<file path="src/rtl/pipeline_control_unit.sv">
// Pipeline sequencer for the five-stage MIPS datapath: latch enables, bubble flushes, PC update,
// halt tracking, data-memory wait supervision and stall/flush performance counters.
module pipeline_control_unit #(
  parameter int unsigned WAIT_LIMIT = 64,
  parameter int unsigned CNT_W      = 32
) (
  input  logic             CLK,
  input  logic             nRST,
  input  logic             ihit,
  input  logic             dhit,
  input  logic [4:0]       decode_rs,
  input  logic [4:0]       decode_rt,
  input  logic             decode_uses_rt,
  input  logic             execute_mem_to_reg,
  input  logic [4:0]       execute_reg_wr_addr,
  input  logic             memory_dmemREN,
  input  logic             memory_dmemWEN,
  input  logic             memory_branch_taken,
  input  logic             memory_jump,
  input  logic             write_back_halt,
  output logic             pc_en,
  output logic             fetch_decode_en,
  output logic             decode_execute_en,
  output logic             execute_memory_en,
  output logic             memory_write_back_en,
  output logic             fetch_decode_flush,
  output logic             decode_execute_flush,
  output logic             execute_memory_flush,
  output logic             halt,
  output logic             mem_timeout,
  output logic [CNT_W-1:0] stall_count,
  output logic [CNT_W-1:0] flush_count
);

  localparam int unsigned WaitW = $clog2(WAIT_LIMIT + 1);
  localparam logic [WaitW-1:0] WaitMax = WaitW'(WAIT_LIMIT);

  typedef enum logic [1:0] {StRun, StMemWait, StHalted} state_e;

  state_e           state_q, state_d;
  logic [WaitW-1:0] wait_cnt_q, wait_cnt_d;
  logic             mem_timeout_q, mem_timeout_d;
  logic [CNT_W-1:0] stall_count_q, flush_count_q;

  logic load_use;
  logic dmem_miss;
  logic transfer;

  assign load_use = execute_mem_to_reg && (execute_reg_wr_addr != 5'd0) &&
                    ((execute_reg_wr_addr == decode_rs) ||
                     (decode_uses_rt && (execute_reg_wr_addr == decode_rt)));
  assign dmem_miss = (memory_dmemREN || memory_dmemWEN) && !dhit;
  assign transfer  = memory_branch_taken || memory_jump;

  always_comb begin
    state_d              = state_q;
    wait_cnt_d           = wait_cnt_q;
    pc_en                = 1'b0;
    fetch_decode_en      = 1'b0;
    decode_execute_en    = 1'b0;
    execute_memory_en    = 1'b0;
    memory_write_back_en = 1'b0;
    fetch_decode_flush   = 1'b0;
    decode_execute_flush = 1'b0;
    execute_memory_flush = 1'b0;
    halt                 = 1'b0;

    // Outputs stay quiet while reset is held, regardless of the inputs.
    if (nRST) begin
      unique case (state_q)
        StHalted: halt = 1'b1;
        StMemWait, StRun: begin
          if (state_q == StMemWait && !dhit) begin
            if (wait_cnt_q < WaitMax) wait_cnt_d = wait_cnt_q + WaitW'(1);
          end else if (write_back_halt) begin
            halt    = 1'b1;
            state_d = StHalted;
          end else if (state_q == StRun && dmem_miss) begin
            state_d    = StMemWait;
            wait_cnt_d = WaitW'(1);
          end else begin
            state_d              = StRun;
            pc_en                = 1'b1;
            fetch_decode_en      = 1'b1;
            decode_execute_en    = 1'b1;
            execute_memory_en    = 1'b1;
            memory_write_back_en = 1'b1;
            if (transfer) begin
              fetch_decode_flush   = 1'b1;
              decode_execute_flush = 1'b1;
              execute_memory_flush = 1'b1;
            end else if (load_use) begin
              // Hold PC and IF/ID, inject one bubble into ID/EX.
              pc_en                = 1'b0;
              fetch_decode_en      = 1'b0;
              decode_execute_flush = 1'b1;
            end else if (!ihit) begin
              pc_en              = 1'b0;
              fetch_decode_flush = 1'b1;
            end
          end
        end
        default: state_d = StRun;
      endcase
    end

    mem_timeout_d = mem_timeout_q || (wait_cnt_d == WaitMax);
  end

  always_ff @(posedge CLK or negedge nRST) begin
    if (!nRST) begin
      state_q       <= StRun;
      wait_cnt_q    <= '0;
      mem_timeout_q <= 1'b0;
      stall_count_q <= '0;
      flush_count_q <= '0;
    end else begin
      state_q       <= state_d;
      wait_cnt_q    <= wait_cnt_d;
      mem_timeout_q <= mem_timeout_d;
      // The cycle that first sees the halt is not a stall.
      if (!pc_en && !halt) stall_count_q <= stall_count_q + CNT_W'(1);
      if (fetch_decode_flush || decode_execute_flush || execute_memory_flush) begin
        flush_count_q <= flush_count_q + CNT_W'(1);
      end
    end
  end

  assign mem_timeout = mem_timeout_q;
  assign stall_count = stall_count_q;
  assign flush_count = flush_count_q;

endmodule

</file>
<file path="config.mk">
export PLATFORM = sky130hd
export DESIGN_NAME = pipeline_control_unit
export DESIGN_NICKNAME = d
export VERILOG_FILES = /design/src/rtl/pipeline_control_unit.sv
export SDC_FILE = /design/constraint.sdc
export NUM_CORES = 1
export LEC_CHECK = 0
export CAP_MARGIN = 40
export CORE_UTILIZATION = 54
export DETAILED_ROUTE_END_ITERATION = 7
export PLACE_DENSITY = 0.84
export SETUP_SLACK_MARGIN = 0.2
export SYNTH_ARGS = -nofsm -noshare
export SYNTH_HDL_FRONTEND = slang
export SYNTH_SLANG_ARGS = --single-unit
</file>
<file path="constraint.sdc">
create_clock -name CLK -period 3.5 [get_ports CLK]
set_input_delay 0.7 -clock CLK [delete_from_list [all_inputs] [get_ports CLK]]
set_output_delay 0.7 -clock CLK [all_outputs]
set_load 0.02 [all_outputs]
</file>
==> metrics list <==
* PD cells: 449 nW/um^2
- Across the routed clock network, the largest skew measured is ~0.0055 ns.
* Final routed wirelength across all metal layers: approximately 8700 um
- For this run, the number of Yosys warnings is 0.
* Area of the die: 7810 sq um
* Number of nets still failing antenna checks after routing: 0
- Core Rows: 31
- The tree is rooted in a sky130_fd_sc_hd__clkbuf_8.
* Data arrival time of the critical path: 2.51 ns
- Of the synthesized area, sequential elements account for 0.460.
- Routed wirelength normalized by instance count: 15.0 um
- Setup repair after global routing missed its margin: false
* Number of antenna violations at the first check in global routing: 0
- The library cell used most frequently in the layout, excluding fill and tap cells, is sky130_fd_sc_hd__clkdlybuf4s50_1.
- HP Class: primary input to asynchronous set/reset pin
- The tree built by TritonCTS fans out to 74 sinks.
- For this run, the leading register cell type out of synthesis is sky130_fd_sc_hd__dfrtp_1.
* Number of distinct standard cells referenced by the synthesized netlist: 57
* Max-capacitance violation count: 0
- Residual DRC: 0
- In this run, the number of DRC markers left after iteration 0 of detailed routing was 142.
- Detailed placer's ending HPWL: about 6400 um
- R2R Setup Slk: 1.27 ns
* Maximum buffer depth of the clock tree: 2
- The die is 88.4 um wide.
* IR drop worst, VDD: between 0.2 and 0.25 mV
- Total clock buffers created by CTS: 9
- Total inserted antenna cells: 0
* Global routing usage summed across all routing layers: 0.236
- The worst setup path is captured at an output pin.
* Total congestion overflow: 0
* Core region area: 7210 sq um
- Post-synthesis net count: 399
* I/O Pins: 100
- STA puts the critical path data required time at 2.80 ns.
- Final setup fails: 0
* Worst-margin pin slew: 0.763 ns
* Cells along the critical path: clkdlybuf4s50_1 -> or4_4 -> o21ai_4 -> nand2b_1 -> a21oi_1 -> dlygate4sd2_1
* Async set or reset register ratio after synthesis: 1.00
- Number of global-route vias before repair: slightly above 3,000
- The largest individual stage delay along the critical path comes from the cell sky130_fd_sc_hd__or4_4.
- Worst-path clk slew: 0.08 ns
- Run status: finished, final reports clean
- First-pass iteration count of the detailed router: 5
- In this run the cell area of the synthesized design comes to 4030 sq um.
- For this run, the slowest stage of the critical path takes 0.58 ns.
- Cts-stage hold buffer count: 0
* Final TNS setup: 0 ns
- Maximum level of the CTS H-tree: 3
- Final estimated routing congestion in global placement: 0.824
- Of the available clock period, the critical path in the final layout requires 0.916.
- #FFs+latches synth: 74
- EDFF count, synth: 0
* Vert. Die Dim: 88.4 um
- Kind of critical path: primary input to output pin
- Fill cell total of the finished layout: 531
- Ratio of cells with drive above 1 in the final layout: 0.131
- At the later pin of the worst-skew pair, clock insertion delay measures approximately 0.34 ns.
* Fmax: 0.312 GHz
- The cell count after synthesis came out at 370.
- STA classifies the critical path startpoint as a primary input.
* Global-route wire length before repair: roughly 14,000 um
* Area growth, synth to finish: 31.9%
- In this run the worst path has a maximum fanout of 4.
* Top library cells by usage in the layout, fill and taps aside: sky130_fd_sc_hd__clkdlybuf4s50_1, sky130_fd_sc_hd__dfrtp_1, sky130_fd_sc_hd__nand2_1, sky130_fd_sc_hd__xnor2_1, sky130_fd_sc_hd__xor2_1
- Headroom to the max-slew limit: 0.492
- The initial utilization of the core area, before any placement, comes to 0.558.
- Largest net degree at the start of global routing: 66
- The routed design could run at a clock period as short as 3.21 ns.
- Hold violation count in the final report: 0
* Average via count per standard cell: 5.48
- Number of max-slew violations in the final report: 0
- TritonCTS built the clock tree.
- Detailed-route via count: around 3,200
- Hold is met by approximately 0.22 ns.
* Reported leakage power: 2.16 nW
- Average instance area after synthesis: 10.9 sq um
* Layout net count: 506
- During placement, the flow inserted port buffers numbering 99.
[registers in the layout, indices dropped and copies added, names as in the netlist]
name and cells:
flush_count 32, mem_timeout 1, stall_count 32, state_q 2, wait_cnt_q 7
[cells by family after synthesis]
group	after synthesis	synth area share
AOI/OAI and AO/OA	33	0.0696
xor gates and xnor gates	72	0.157
buffers and inverters	22	0.0329
DFF	74	0.460
adders and majority gates	3	0.00932
and+or+nand+nor	165	0.269
muxes	1	0.00280
[synthesized netlist by cell type (3+ instances only)]
cell,instances,area share
sky130_fd_sc_hd__inv_1,11,0.010
sky130_fd_sc_hd__nor3_1,13,0.016
sky130_fd_sc_hd__ha_1,3,0.0093
sky130_fd_sc_hd__nor4_2,7,0.022
sky130_fd_sc_hd__and4_1,4,0.0087
sky130_fd_sc_hd__nor2_1,21,0.020
sky130_fd_sc_hd__nand3_1,18,0.022
sky130_fd_sc_hd__buf_4,3,0.0056
sky130_fd_sc_hd__nor4_4,3,0.016
sky130_fd_sc_hd__a21oi_4,3,0.012
sky130_fd_sc_hd__nor3b_1,3,0.0056
sky130_fd_sc_hd__buf_6,5,0.014
sky130_fd_sc_hd__nand2b_1,5,0.0078
sky130_fd_sc_hd__xor2_1,36,0.078
sky130_fd_sc_hd__xnor2_1,36,0.078
sky130_fd_sc_hd__dfrtp_1,74,0.46
sky130_fd_sc_hd__a21oi_1,9,0.011
sky130_fd_sc_hd__and4bb_2,3,0.0093
sky130_fd_sc_hd__nor4b_1,3,0.0065
sky130_fd_sc_hd__and3_1,5,0.0078
sky130_fd_sc_hd__nand4_1,12,0.019
sky130_fd_sc_hd__o21ai_0,5,0.0062
sky130_fd_sc_hd__nor4_1,10,0.016
sky130_fd_sc_hd__nand2_1,36,0.034
[worst max-delay path: cells and delay by family]
| family | cells | cell delay (ns) |
|---|---|---|
| buffers and inverters | 2 | 0.82 |
| AOI/OAI and AO/OA | 2 | 0.21 |
| and+or+nand+nor | 2 | 0.76 |
[repair_timing]
action	4_1_cts	5_1_grt
buffers inserted	0	0
resized for setup	4	6
setup endpoints to repair	4	3
[metal layers]
layer,routed length (um),up-vias,global-route usage
met2,4360,101,0.392
li1,-,1516,-
met3,423,10,0.0522
met1,3820,1551,0.301
met4,114,0,0.0924
met5,0,-,0
[worst paths after layout]
path | start | cells after the start | to
min in group CLK | flush_count[31] | 1 | flush_count[31]
setup reg to reg | state_q[1] | 7 | stall_count[6]
hold / removal | nRST | 1 | stall_count[28]
max in group asynchronous | nRST | 2 | stall_count[14]
setup / recovery | execute_reg_wr_addr[1] | 6 | decode_execute_flush
hold reg to reg | flush_count[31] | 1 | flush_count[31]
[final cells by class]
class | instances | area (sq um) | share of cell area
clock inverter | 4 | 73.8 | 0.0139
tap | 99 | 124 | 0.0233
clock buffer | 11 | 151 | 0.0285
inverter | 12 | 45.0 | 0.00848
timing repair buffer | 106 | 1020 | 0.193
multi-input combinational | 274 | 2040 | 0.384
sequential | 74 | 1850 | 0.349
[power by group]
group          internal (W)  leakage, nW  switching [W]  total (W)
combinational      0.000266         1.13       0.000300   0.000566
sequential         0.000947        0.918       0.000129    0.00108
clock              0.000438        0.116       0.000307   0.000745
[metrics by stage]
stage | cell area, sq um | utilization | setup slack (ns) | power [W] | instances
after floorplan | 4030 | - | 0.809 | 0.00137 | 370
after global placement | 5100 | 0.707 | -0.0831 | 0.00164 | 565
after detailed placement | 5100 | 0.707 | -0.114 | 0.00166 | 565
after CTS | 5320 | 0.738 | 0.166 | 0.00241 | 580
after global routing | 5310 | 0.736 | 0.228 | 0.00250 | 580
final | 5310 | 0.736 | 0.293 | 0.00239 | 580
No activity file was read; power rests on OpenSTA's default activity.
